==> src/rtl/core_brcheck_pkg.sv <==
// ============================================================================
// Module      : core_brcheck_pkg
// Description : Shared pipeline header for the branch checker: prediction
//               and correction record types plus target-type encodings.
// Revision    : 1.0 - initial release
// ============================================================================
`default_nettype none

package core_brcheck_pkg;

    // Widths of the predictor bookkeeping carried alongside each prediction
    localparam int c_BPU_HIST_W = 8;
    localparam int c_BPU_LPHR_W = 2;
    localparam int c_BPU_RAS_W  = 3;

    // Control-transfer target kinds
    localparam logic [1:0] _BPU_TARGET_NPC    = 2'd0;
    localparam logic [1:0] _BPU_TARGET_CALL   = 2'd1;
    localparam logic [1:0] _BPU_TARGET_RETURN = 2'd2;
    localparam logic [1:0] _BPU_TARGET_IMM    = 2'd3;

    typedef struct packed {
        logic                    taken;
        logic [31:0]             target;
        logic [1:0]              target_type;
        logic [c_BPU_HIST_W-1:0] history;
        logic [c_BPU_LPHR_W-1:0] lphr;
        logic [c_BPU_RAS_W-1:0]  ras_ptr;
    } bpu_predict_t;

    typedef struct packed {
        logic                    miss;
        logic [31:0]             pc;
        logic                    true_taken;
        logic                    true_dir;
        logic [31:0]             true_target;
        logic [1:0]              true_target_type;
        logic [c_BPU_HIST_W-1:0] history;
        logic [c_BPU_LPHR_W-1:0] lphr;
        logic [c_BPU_RAS_W-1:0]  ras_ptr;
    } bpu_correct_t;

    // Architectural direction: unconditional transfers always go, others follow the resolution
    function automatic logic brcheck_actual_taken(input logic is_branch,
                                                  input logic cond,
                                                  input logic taken);
        return is_branch & (~cond | taken);
    endfunction

endpackage

`default_nettype wire

==> src/rtl/core_brcheck_perf.sv <==
// ============================================================================
// Module      : core_brcheck_perf
// Description : Pair of 32-bit saturating event counters for resolved
//               branches and mispredictions.
// Revision    : 1.0 - initial release
// ============================================================================
`default_nettype none

module core_brcheck_perf (
    input  logic        clk,
    input  logic        rst,
    input  logic        branch_inc_i,
    input  logic        miss_inc_i,
    output logic [31:0] perf_branch_o,
    output logic [31:0] perf_miss_o
);

    localparam logic [31:0] c_SAT = 32'hFFFF_FFFF;

    logic [31:0] r_branch_cnt;
    logic [31:0] r_miss_cnt;

    // Count events, sticking at all-ones instead of wrapping
    always_ff @(posedge clk or posedge rst) begin
        if (rst) begin
            r_branch_cnt <= 32'd0;
            r_miss_cnt   <= 32'd0;
        end else begin
            if (branch_inc_i && (r_branch_cnt != c_SAT)) begin
                r_branch_cnt <= r_branch_cnt + 32'd1;
            end
            if (miss_inc_i && (r_miss_cnt != c_SAT)) begin
                r_miss_cnt <= r_miss_cnt + 32'd1;
            end
        end
    end

    assign perf_branch_o = r_branch_cnt;
    assign perf_miss_o   = r_miss_cnt;

endmodule

`default_nettype wire

==> src/rtl/core_brcheck.sv <==
// ============================================================================
// Module      : core_brcheck
// Description : Execute-stage branch resolution check. Compares the fetch
//               prediction with the resolved outcome, emits a one-cycle
//               correction/redirect and flips the fetch epoch on a miss.
//               Optional performance counters when BRCHECK_PERF_EN is defined.
// Revision    : 1.0 - initial release
// ============================================================================
`default_nettype none

module core_brcheck
    import core_brcheck_pkg::*;
(
    input  logic         clk,
    input  logic         rst,
    input  logic         ex_valid_i,
    input  logic         ex_stall_i,
    input  logic [31:0]  ex_pc_i,
    input  logic         ex_epoch_i,
    input  bpu_predict_t ex_predict_i,
    input  logic         ex_is_branch_i,
    input  logic         ex_cond_i,
    input  logic         ex_taken_i,
    input  logic [31:0]  ex_target_i,
    input  logic [1:0]   ex_target_type_i,
    output bpu_correct_t correct_o,
    output logic         redirect_o,
    output logic [31:0]  redirect_target_o,
    output logic         epoch_o
`ifdef BRCHECK_PERF_EN
    ,
    output logic [31:0]  perf_branch_o,
    output logic [31:0]  perf_miss_o
`endif
);

    logic         r_epoch;
    logic         r_redirect;
    logic [31:0]  r_redirect_target;
    bpu_correct_t r_correct;

    logic         w_consume;
    logic         w_actual_taken;
    logic         w_miss;
    logic [1:0]   w_true_type;

    // Only current-epoch, non-stalled instructions are examined; stale ones vanish here
    assign w_consume      = ex_valid_i & ~ex_stall_i & (ex_epoch_i == r_epoch);
    assign w_actual_taken = brcheck_actual_taken(ex_is_branch_i, ex_cond_i, ex_taken_i);

    // Direction, target (word-aligned part only) and target-kind mismatches all count as a miss.
    // A non-branch predicted taken is caught by the direction term since actual_taken is 0.
    assign w_miss = w_consume &
                    ((ex_predict_i.taken != w_actual_taken) |
                     (w_actual_taken & (ex_predict_i.target[31:2] != ex_target_i[31:2])) |
                     (ex_is_branch_i & (ex_predict_i.target_type != ex_target_type_i)));

    // A BTB alias on a non-branch must train the predictor back to plain sequential flow
    assign w_true_type = ex_is_branch_i ? ex_target_type_i : _BPU_TARGET_NPC;

    // Register the correction record and redirect; the miss pulse self-clears next cycle
    always_ff @(posedge clk or posedge rst) begin
        if (rst) begin
            r_epoch           <= 1'b0;
            r_redirect        <= 1'b0;
            r_redirect_target <= 32'd0;
            r_correct         <= '0;
        end else begin
            r_redirect     <= w_miss;
            r_correct.miss <= w_miss;
            if (w_miss) begin
                r_epoch                    <= ~r_epoch;
                r_redirect_target          <= w_actual_taken ? ex_target_i : (ex_pc_i + 32'd4);
                r_correct.pc               <= ex_pc_i;
                r_correct.true_taken       <= w_actual_taken;
                r_correct.true_dir         <= ex_cond_i;
                r_correct.true_target      <= ex_target_i;
                r_correct.true_target_type <= w_true_type;
                r_correct.history          <= ex_predict_i.history;
                r_correct.lphr             <= ex_predict_i.lphr;
                r_correct.ras_ptr          <= ex_predict_i.ras_ptr;
            end
        end
    end

    assign correct_o         = r_correct;
    assign redirect_o        = r_redirect;
    assign redirect_target_o = r_redirect_target;
    assign epoch_o           = r_epoch;

`ifdef BRCHECK_PERF_EN
    core_brcheck_perf u_perf (
        .clk           (clk),
        .rst           (rst),
        .branch_inc_i  (w_consume & ex_is_branch_i),
        .miss_inc_i    (w_miss),
        .perf_branch_o (perf_branch_o),
        .perf_miss_o   (perf_miss_o)
    );
`endif

endmodule

`default_nettype wire

==> config.mk <==
export PLATFORM = sky130hd
export DESIGN_NAME = core_brcheck
export DESIGN_NICKNAME = d
export VERILOG_FILES = /design/src/rtl/core_brcheck_pkg.sv /design/src/rtl/core_brcheck_perf.sv /design/src/rtl/core_brcheck.sv
export SDC_FILE = /design/constraint.sdc
export NUM_CORES = 1
export LEC_CHECK = 0
export BUFFER_PORTS_ARGS = -buffer_cell sky130_fd_sc_hd__buf_2
export CORE_AREA = 5 5 156 128
export CTS_CLUSTER_SIZE = 14
export DETAILED_ROUTE_END_ITERATION = 10
export DIE_AREA = 0 0 161 133
export PLACE_DENSITY_LB_ADDON = 0.2
export SLEW_MARGIN = 20
export SYNTH_ARGS = -nofsm -noshare
export SYNTH_HDL_FRONTEND = slang
export SYNTH_SLANG_ARGS = --single-unit
==> constraint.sdc <==
create_clock -name clk -period 3.91 [get_ports clk]
set_input_delay 0.1955 -clock clk [delete_from_list [all_inputs] [get_ports clk]]
set_output_delay 0.1955 -clock clk [all_outputs]
set_load 0.005 [all_outputs]
Word-level counts from Yosys, hierarchy flattened
Index checks and enable logic that the tools add are counted.
{"block": "word_totals", "reg_bits": 115, "input_bits": 122, "out_inout_bits": 116}
{"block": "op_classes", "addsub": 1, "n_eq_ne": 4, "n_mux": 2, "bitwise": 12}
{"op": "32-bit by 3-bit adder with 32-bit output (second input constant)", "n": 1}
{"op": "32-bit two-way mux", "n": 1}
{"op": "30-bit != test", "n": 1}
{"op": "1-bit AND", "n": 6}
{"op": "1-bit NOT", "n": 3}
{"op": "1-bit bitwise OR", "n": 3}
{"op": "2-bit two-way mux", "n": 1}
{"op": "2-bit != test", "n": 1}
{"op": "1-bit == test", "n": 1}
{"op": "1-bit != test", "n": 1}

Logic depth before layout (Yosys ltp)
Gate-level depths: netlist of the first run.
{"block": "depth", "word_depth": 7, "depth_mapped": 10, "depth_no_buf": 7}

Worst setup path before layout of the first run
Ideal clock, no wire load.
{"block": "synth_timing", "kind": "input-to-reg", "start": "input port ex_target_i[28]", "end": "register r_correct, in the netlist correct_o[25]", "setup_ps": 127, "t_arrival_ps": 1807, "setup_slack_ps": 1976, "stages": 9, "n_path_buf": 3, "path_cell_list": "xor2_1 nor4_1 nand4_1 nor4_1 o21a_1 buf_4 buf_12 buf_8 mux2_1"}
{"block": "synth_via", "elab_chain_len": 5}
{"item": "from (decl)", "line_no": "core_brcheck.sv:24", "text": "input logic [31:0] ex_target_i,"}
{"item": "30-bit != test", "line_no": "core_brcheck.sv:55", "text": "(w_actual_taken & (ex_predict_i.target[31:2] != ex_target_i[31:2])) |"}
{"item": "1-bit AND", "line_no": "core_brcheck.sv:55"}
{"item": "1-bit bitwise OR", "line_no": "core_brcheck.sv:54", "text": "((ex_predict_i.taken != w_actual_taken) |"}
{"item": "1-bit bitwise OR", "line_no": "core_brcheck.sv:55"}
{"item": "1-bit AND", "line_no": "core_brcheck.sv:53", "text": "assign w_miss = w_consume &"}
{"item": "to (decl)", "line_no": "core_brcheck.sv:40", "text": "bpu_correct_t r_correct;"}
Every way passes these cells.
A chain may end at the register's enable or synchronous reset.

Final worst setup path of the first run
{"block": "layout_timing", "start": "input port ex_target_i[28]", "end": "register r_redirect_target[22] (netlist: redirect_target_o[22])"}
{"block": "layout_via", "elab_chain_len": 5}
{"item": "30-bit != test", "line_no": "core_brcheck.sv:55"}
{"item": "1-bit AND", "line_no": "core_brcheck.sv:55"}
{"item": "1-bit bitwise OR", "line_no": "core_brcheck.sv:54"}
{"item": "1-bit bitwise OR", "line_no": "core_brcheck.sv:55"}
{"item": "1-bit AND", "line_no": "core_brcheck.sv:53"}
{"item": "to (signal assigned)", "line_no": "core_brcheck.sv:73", "text": "r_redirect_target <= w_actual_taken ? ex_target_i : (ex_pc_i + 32'd4);"}
{"item": "to (decl)", "line_no": "core_brcheck.sv:39", "text": "logic [31:0] r_redirect_target;"}
Every way passes these cells.

==> reports/qor.yml, run 1 <==
run_status:
  outcome: "finished, final reports clean"
pwr:
  ir_worst_vdd_mv: 0.330
  power.density_nw_per_um2: 708
  power.leakage_nw: 3.68
critical_path:
  cp_data_required_time_ps: 4200
  cp-start-kind: "input port"
  regToRegEndpoint: "correct_o[72]$_DFFE_PP0P_"
  crit_fanout: 43
  rr_worst_depth: 6
  r2r_slack_ps: 1500
  critPathKind: "input port to flip-flop"
  rr_startpoint: "epoch_o$_DFFE_PP0P_"
  arrival_ps: 2810
  end_kind: "flip-flop"
timing:
  timing.final.crit_share_pct: 64.3
  tns_ps: 0
  setup_viol_count_final: 0
  maxSlewViolCount: 0
  period_needed_ps: 2520
  max_freq_mhz: 397
  slew_headroom_pct: 44.0
  timing.clock.skew_ps: 5.14
  finalHoldViolations: 0
  grt_setup_unrepaired: "no"
  tightest_slew_ps: 832
floorplan:
  die_h_um: 133
  initial_core_util_pct: 30.2
  dieArea_um2: 21400
  fp.coreArea_um2: 18500
  rows: 45
  io_pins: 238
  die-width_um: 161
cells_and_area:
  multiInputGateArea_um2: 2490
  final_area_um2: 7770
  syn_to_final_growth_pct: 39.4
  fill_cells: 1782
  final_core_util_pct: 42.1
  register_area_um2: 2880
  nets: 833
  drive_above_1_share_pct: 47.0
synth:
  yosysTopAreaCellShare_pct: 51.7
  synth_seq_area_share_pct: 51.7
  netlist_top_cells_count: "115 x dfrtp_1, 65 x mux2_2, 49 x nand2_1"
  ys_async_sr_fraction_pct: 100
  synth-edff-count: 0
  synth_area_per_cell_um2: 12.2
  synth_seq_cells: 115
  synth_top_cell_by_area: "dfrtp_1"
  yosysWarningCount: 0
  synth_area_leaders: "dfrtp_1 52%, mux2_2 13%, mux2_1 9.3%"
  synth_cell_types: 25
  synth.cell_area_um2: 5570
  yosysMostFrequentCell: "dfrtp_1"
  synth_nets: 579
  syn-instance-count: 456
  synth-main-ff-cell: "dfrtp_1"
min_path:
  min_from: "ex_cond_i"
  min_path_cells: 2
  hold_end: "correct_o[47]$_DFFE_PP0P_"
  min_path_type: "input port to flip-flop"
detailed_routing:
  drcViolationCount: 0
  drt_first_pass_iters: 4
  drt-wirelength-per-cell_um: 17.7
  vias_per_cell: 4.61
  wl_um: 17000
  drtIter0Drc: 140
  vias: 4421
  detail-route-antenna-nets: 0
clocking:
  cts_buffers: 17
  cts_tree: "yes"
  cts_setup_buffers: 0
  cts.clk_slew.worst_paths_ps: 60
  clk_latency_ps: 410
  cts_root_buf: "clkbuf_16"
  cts_sinks: 115
  htree_levels: 4
  clk_path_buf_depth: 2
global_route:
  overflow: 0
  grt_pass1_wl_um: 26700
  grt_start_max_net_pins: 61
  antenna_found_initial: 1
  grt_pass1_vias: 4773
  grt_use_total_pct: 16.1
place:
  io_buffers: 235
  placed_area_um2: 6930
  hpwl_um: 13100
  place_congestion: 0.762
job:
  drv_cap: 0
==> cells by family (layout without fill, tap and decap cells) <==
kind of cell / after synthesis / in the layout / synth area share [%]
other cells: 0 / 1 / 0
compound gates: 34 / 34 / 3.19
fa+ha+maj: 1 / 1 / 0.225
xor+xnor: 62 / 62 / 9.75
buf+inv: 30 / 297 / 3.86
simple gates: 101 / 101 / 8.53
flops: 115 / 115 / 51.7
mux: 113 / 113 / 22.8
==> stage by stage <==
step | total power, mW | setup slack, ps | hold slack (ps) | std cells
after floorplan | 2.90 | 670 | 327 | 456
after global placement | 3.72 | 969 | 311 | 910
after detailed placement | 3.79 | 922 | 314 | 910
after CTS | 5.60 | 1350 | 2.59 | 958
after global routing | 5.85 | 1200 | 14.2 | 959
final | 5.50 | 1390 | 32.2 | 959
==> cells in the final DEF, fill, tap and decap left out, types with 2 or more instances in the layout <==
master / synthesis / routed
buf_2: 0 / 235
dfrtp_1: 115 / 115
mux2_2: 65 / 65
nand2_1: 49 / 49
mux2_1: 46 / 46
xor2_1: 42 / 42
o21ai_0: 30 / 30
xnor2_1: 20 / 20
clkbuf_16: 0 / 17
dlygate4sd3_1: 0 / 16
nand4_1: 15 / 15
nor2_1: 10 / 10
nor4_1: 9 / 9
nand3_1: 9 / 9
inv_1: 9 / 8
bufinv_16: 0 / 5
clkinvlp_4: 0 / 4
nor3_1: 3 / 3
and3_1: 3 / 3
clkbuf_8: 0 / 3
buf_4: 8 / 3
mux2i_1: 2 / 2
and4_1: 2 / 2
clkinv_4: 0 / 2
buf_12: 1 / 2
==> cell type report <==
type | instances | area share (%)
Tap cell | 235 | 3.79
Clock buffer | 20 | 6.01
Sequential cell | 115 | 37.1
Multi-Input combinational cell | 311 | 32.0
Timing Repair Buffer | 256 | 18.0
Antenna cell | 1 | 0.0322
Clock inverter | 12 | 2.61
Inverter | 9 | 0.467
==> flip-flops by register name, indices dropped and copies added, names as in the netlist <==
signal,cells
correct_o,82
epoch_o,1
redirect_target_o,32
==> worst max-delay path by stage <==
stage	startpoint	end	slack, ps	cells past startpoint
after floorplan	rst	correct_o[0]$_DFFE_PP0P_	670	1
after global placement	ex_target_i[28]	redirect_target_o[21]$_DFFE_PP0P_	970	8
after detailed placement	ex_target_i[28]	redirect_target_o[22]$_DFFE_PP0P_	920	8
after CTS	ex_target_i[28]	redirect_target_o[22]$_DFFE_PP0P_	1350	8
after global routing	ex_target_i[28]	correct_o[38]$_DFFE_PP0P_	1200	8
final	ex_target_i[28]	redirect_target_o[22]$_DFFE_PP0P_	1390	8
==> layer usage <==
layer	GRT usage [%]	wire length (µm)
met5	0	0
met1	20.9	7720
met3	5.76	1250
met2	24.9	7730
met4	5.35	268
==> where the power goes <==
group          total, mW  switching [mW]  internal [mW]  leakage [nW]
clock               1.75           0.573           1.18         0.314
sequential          2.08           0.285           1.79          1.37
combinational       1.67           0.720          0.946          1.99
==> worst max-delay path, cell delays in order <==
cell and delay (ps):
buf_2 120, xor2_1 160, nor4_1 530, nand4_1 190, nor4_1 370, o21a_4 500
buf_12 300, mux2_2 370
==> what timing repair did <==
item                      4_1_cts  5_1_grt
hold buffers                   16        0
gates resized for setup         0        0
hold endpoints to repair       59        0
(Power assumes the default switching activity.)
==> run 2, diff against run 1 <==
==> constraint.sdc (replaced) <==
create_clock -name clk -period 2.35 [get_ports clk]
set_input_delay 0.1175 -clock clk [delete_from_list [all_inputs] [get_ports clk]]
set_output_delay 0.1175 -clock clk [all_outputs]
set_load 0.005 [all_outputs]
==> reports/qor.yml, run 2 (same netlist as run 1, synthesis figures left out) <==
cells_and_area:
  syn_to_final_growth_pct: 52.1
  num_antenna_cells: 0
  layout_common_cells: "232 x buf_2, 115 x dfrtp_1, 65 x mux2_2, 64 x dlygate4sd3_1, 49 x nand2_1"
  multiInputGateArea_um2: 2530
  final_common_cell: "buf_2"
  nets: 901
  final_core_util_pct: 45.9
  fin_cells: 1025
  fill_cells: 1742
  register_area_um2: 2880
  largest_register_ffs: 82
  final_area_um2: 8470
  drive_above_1_share_pct: 45.7
timing:
  timing.final.crit_share_pct: 94.8
  setup_viol_count_final: 0
  slew_headroom_pct: 58.9
  period_needed_ps: 2230
  maxSlewViolCount: 0
  timing.clock.skew_ps: 9.99
  whs_ps: 32.0
  grt_setup_unrepaired: "yes"
  tns_ps: 0
  tightest_slew_ps: 616
  finalHoldViolations: 0
  max_freq_mhz: 449
critical_path:
  cp_data_required_time_ps: 2640
  crit_fanout: 41
  crit_slowest_cell: "dlygate4sd3_1"
  cpPeakStageDelay_ps: 540
  crit_buf_inv: 4
  path_cells: "dlygate4sd3_1, buf_2, xnor2_1, nand4_1, nor4_2, buf_4, o21a_4, buf_16, mux2_2"
  rr_worst_depth: 7
  path_delay_family: "buffers and inverters"
  end_kind: "flip-flop"
  arrival_ps: 2520
  critPathKind: "input port to flip-flop"
  r2r_slack_ps: 200
  regToRegEndpoint: "correct_o[51]$_DFFE_PP0P_"
  rr_startpoint: "epoch_o$_DFFE_PP0P_"
  cp-start-kind: "input port"
global_route:
  use_met2_pct: 25.9
  busiest_layer: "met2"
  grt_use_met1_pct: 20.7
  grt_start_max_net_pins: 116
  grt_pass1_wl_um: 26600
  antenna_found_initial: 0
  grt_pass1_vias: 4818
  met3_usage_pct: 5.39
  overflow: 0
  grt_use_total_pct: 15.9
pwr:
  power.leakage_nw: 4.04
  seqPwrFrac_pct: 37.9
  clkPwrFrac_pct: 30.0
  swShare_pct: 28.5
  pwr-share-comb_pct: 32.0
  switchingPower_mw: 2.60
  p_int_mw: 6.52
  ir_worst_vdd_mv: 0.550
  power.density_nw_per_um2: 1080
clocking:
  clk_path_buf_depth: 2
  htree_levels: 4
  cts_sinks: 115
  cts_tree: "yes"
  clk_latency_ps: 410
  cts_root_buf: "clkbuf_16"
  cts.clk_slew.worst_paths_ps: 50
  cts_buffers: 17
floorplan:
  io_pins: 238
  die_h_um: 133
  initial_core_util_pct: 30.2
  dieArea_um2: 21400
  die-width_um: 161
  fp.coreArea_um2: 18500
  rows: 45
detailed_routing:
  wl_um: 17800
  drt_first_pass_iters: 4
  drcViolationCount: 0
  detail-route-antenna-nets: 0
  drt-wirelength-per-cell_um: 17.4
  vias: 4637
  drtIter0Drc: 149
  vias_per_cell: 4.52
min_path:
  min_path_cells: 2
  hold_end: "correct_o[74]$_DFFE_PP0P_"
  min_path_type: "input port to flip-flop"
  min_from: "ex_pc_i[25]"
place:
  hpwl_um: 13000
  dp_cells: 926
  placed_area_um2: 7070
  place_congestion: 0.761
  io_buffers: 235
job:
  drv_cap: 0
run_status:
  outcome: "finished, final reports clean"
## run 2: cell count changes in the layout (fill, tap and decap cells not counted), sizes merged, moves of 2 or more
cell / change
clkbuf: +2
buf: +16
dlymetal6s4s: +3
dlygate4sd3: +48
## run 2: layer usage
| metal | wire length [µm] | part of all wire (%) | up-vias |
|---|---|---|---|
| met2 | 8240 | 46 | 151 |
| met3 | 1130 | 6.3 | 8 |
| li1 | - | - | 2229 |
| met4 | 126 | 0.71 | 0 |
| met5 | 0 | 0 | - |
| met1 | 8340 | 47 | 2249 |
## run 2: how the worst max path moves through the flow
stage	start	endpoint	slack, ps	cells after the start
2_1_floorplan	epoch_o$_DFFE_PP0P_	correct_o[25]$_DFFE_PP0P_	450	8
3_3_place_gp	ex_target_i[28]	redirect_target_o[19]$_DFFE_PP0P_	-240	10
3_5_place_dp	ex_target_i[28]	correct_o[69]$_DFFE_PP0P_	-210	10
4_1_cts	ex_target_i[6]	redirect_target_o[20]$_DFFE_PP0P_	20	10
5_1_grt	ex_target_i[9]	redirect_target_o[10]$_DFFE_PP0P_	-2	9
6_report	ex_target_i[11]	correct_o[24]$_DFFE_PP0P_	120	9
## run 2: power groups by stage
stage	combinational [mW]	sequential (mW)	clock, mW
after floorplan	1.26	3.57	0
after global placement	2.79	3.43	0
after detailed placement	2.82	3.48	0
after CTS	2.92	3.47	2.83
after global routing	3.20	3.59	2.90
final	2.92	3.46	2.74
## run 2: what timing repair did
action	4_1_cts	5_1_grt
setup endpoints to repair	0	114
setup buffers	0	1
resized for setup	0	11
hold buffers	67	0
endpoints found under the hold margin	181	0
## run 2: final cells by class
type,instances,share of cell area (%)
Clock buffer,21,5.55
Clock inverter,10,1.83
Inverter,9,0.443
Multi-Input combinational cell,311,29.8
Sequential cell,115,34.0
Tap cell,235,3.47
Timing Repair Buffer,324,24.9
## run 2: metrics by stage
step                      total power, mW  setup WS (ps)
after global routing                 9.69          -2.22
after floorplan                      4.82            447
final                                9.12            122
after CTS                            9.21           16.3
after detailed placement             6.31           -209
after global placement               6.22           -242
==> run 3, diff against run 2 <==
--- a/config.mk
+++ b/config.mk
@@ -6,10 +6,10 @@
 export NUM_CORES = 1
 export LEC_CHECK = 0
 export BUFFER_PORTS_ARGS = -buffer_cell sky130_fd_sc_hd__buf_2
-export CORE_AREA = 5 5 156 128
+export CORE_AREA = 5 5 159 130
 export CTS_CLUSTER_SIZE = 14
 export DETAILED_ROUTE_END_ITERATION = 10
-export DIE_AREA = 0 0 161 133
+export DIE_AREA = 0 0 164 135
 export PLACE_DENSITY_LB_ADDON = 0.2
 export SLEW_MARGIN = 20
 export SYNTH_ARGS = -nofsm -noshare
==> reports/qor.yml, run 3 (same netlist as run 1, synthesis figures left out) <==
run_status:
  outcome: "finished, final reports clean"
detailed_routing:
  drcViolationCount: 0
  drtIter0Drc: 174
  vias: 4715
  top_layer: "met4"
  dr_wl_met2_um: 8520
  drt-met1-wl_um: 8160
  vias_per_cell: 4.50
  detail-route-antenna-nets: 0
  wl_um: 18000
  met3_length_um: 1150
  drt-wirelength-per-cell_um: 17.2
  drt_first_pass_iters: 5
timing:
  whs_ps: 24.3
  setup_viol_count_final: 0
  finalHoldViolations: 0
  timing.final.crit_share_pct: 97.7
  tns_ps: 0
  tightest_slew_ps: 939
  grt_setup_unrepaired: "no"
  max_freq_mhz: 436
  period_needed_ps: 2300
  maxSlewViolCount: 0
  timing.clock.skew_ps: 5.56
  slew_headroom_pct: 36.8
critical_path:
  cp_data_required_time_ps: 2650
  end_kind: "flip-flop"
  crit_fanout: 38
  rr_worst_depth: 6
  cp-start-kind: "input port"
  arrival_ps: 2590
  rr_startpoint: "epoch_o$_DFFE_PP0P_"
  critPathKind: "input port to flip-flop"
  regToRegEndpoint: "correct_o[44]$_DFFE_PP0P_"
  r2r_slack_ps: 390
cells_and_area:
  drive_above_1_share_pct: 44.4
  fill_cells: 1798
  layout_common_cells: "235 x buf_2, 115 x dfrtp_1, 74 x dlygate4sd3_1, 65 x mux2_2, 49 x nand2_1"
  syn_to_final_growth_pct: 51.7
  register_area_um2: 2880
  final_common_cell: "buf_2"
  nets: 900
  final_area_um2: 8450
  num_antenna_cells: 0
  multiInputGateArea_um2: 2500
  largest_register_ffs: 82
  fin_cells: 1048
clocking:
  cts_root_buf: "clkbuf_16"
  cts_tree: "yes"
  clk_latency_ps: 410
  cts_sinks: 115
  htree_levels: 4
  cts.clk_slew.worst_paths_ps: 60
  cts_buffers: 17
  clk_path_buf_depth: 2
  cts_setup_buffers: 0
min_path:
  min_from: "ex_pc_i[4]"
  min_path_type: "input port to flip-flop"
  min_path_cells: 2
  hold_end: "correct_o[53]$_DFFE_PP0P_"
pwr:
  pwr-share-comb_pct: 31.6
  p_int_mw: 6.46
  switchingPower_mw: 2.70
  power.leakage_nw: 3.97
  swShare_pct: 29.5
  clkPwrFrac_pct: 30.5
  ir_worst_vdd_mv: 0.455
  power.density_nw_per_um2: 1080
  power_mw: 9.15
  seqPwrFrac_pct: 37.9
global_route:
  overflow: 0
  grt_pass1_wl_um: 27700
  grt_pass1_vias: 5020
  antenna_found_initial: 0
  grt_use_total_pct: 16.3
  grt_start_max_net_pins: 116
floorplan:
  rows: 45
  fp.coreArea_um2: 18800
  die_h_um: 135
  dieArea_um2: 22100
  io_pins: 238
  die-width_um: 164
  initial_core_util_pct: 29.6
job:
  drv_cap: 0
place:
  io_buffers: 235
  hpwl_um: 13500
  placed_area_um2: 7060
  dp_cells: 942
  place_congestion: 0.797
-- run 3: how the worst max path moves through the flow --
stage / startpoint / end / cells past startpoint
floorplan: epoch_o$_DFFE_PP0P_ / correct_o[25]$_DFFE_PP0P_ / 8
global placement: ex_target_i[28] / redirect_target_o[26]$_DFFE_PP0P_ / 9
detailed placement: ex_target_i[28] / correct_o[1]$_DFFE_PP0P_ / 9
CTS: ex_target_i[22] / correct_o[16]$_DFFE_PP0P_ / 9
global route: ex_target_i[13] / redirect_target_o[30]$_DFFE_PP0P_ / 9
finish: ex_target_i[22] / redirect_target_o[28]$_DFFE_PP0P_ / 9
-- run 3: what timing repair did --
item,4_1_cts,5_1_grt
hold buffers,74,0
setup endpoints to repair,111,111
resized for setup,1,1
cloned,0,0
pin swaps,0,2
hold endpoints to repair,186,0
-- run 3: layout make-up --
class / count / share of cell area, %
clock buffer: 18 / 5.20
clock inverter: 14 / 2.38
inverter: 9 / 0.444
multi-input combinational: 311 / 29.6
sequential: 115 / 34.1
tap: 258 / 3.82
timing repair buffer: 323 / 24.5
-- run 3: power groups by stage --
stage	clock (mW)	combinational [mW]	sequential (mW)
detailed placement	0	2.85	3.51
global placement	0	2.82	3.45
finish	2.79	2.90	3.47
CTS	2.87	2.96	3.48
floorplan	0	1.26	3.57
global route	2.98	3.18	3.59
-- run 3: per-layer routing --
layer / vias to the layer above / track usage (%)
met2: 149 / 26.5
met3: 16 / 5.43
met5: - / 0
li1: 2234 / -
met4: 0 / 3.82
met1: 2316 / 21.2
-- run 3: stage by stage --
step	setup WS [ps]	util, %
floorplan	447	-
global placement	-553	37.5
detailed placement	-541	37.5
CTS	9.35	44.9
global route	0.246	44.9
finish	54.5	44.9
-- run 3: critical path: stages --
cell and delay [ps]:
dlygate4sd3_1 530, buf_2 140, xor2_1 170, nor4_1 290, nand4_1 250, nor4_2 230
o21a_4 230, buf_12 230, mux2_2 360
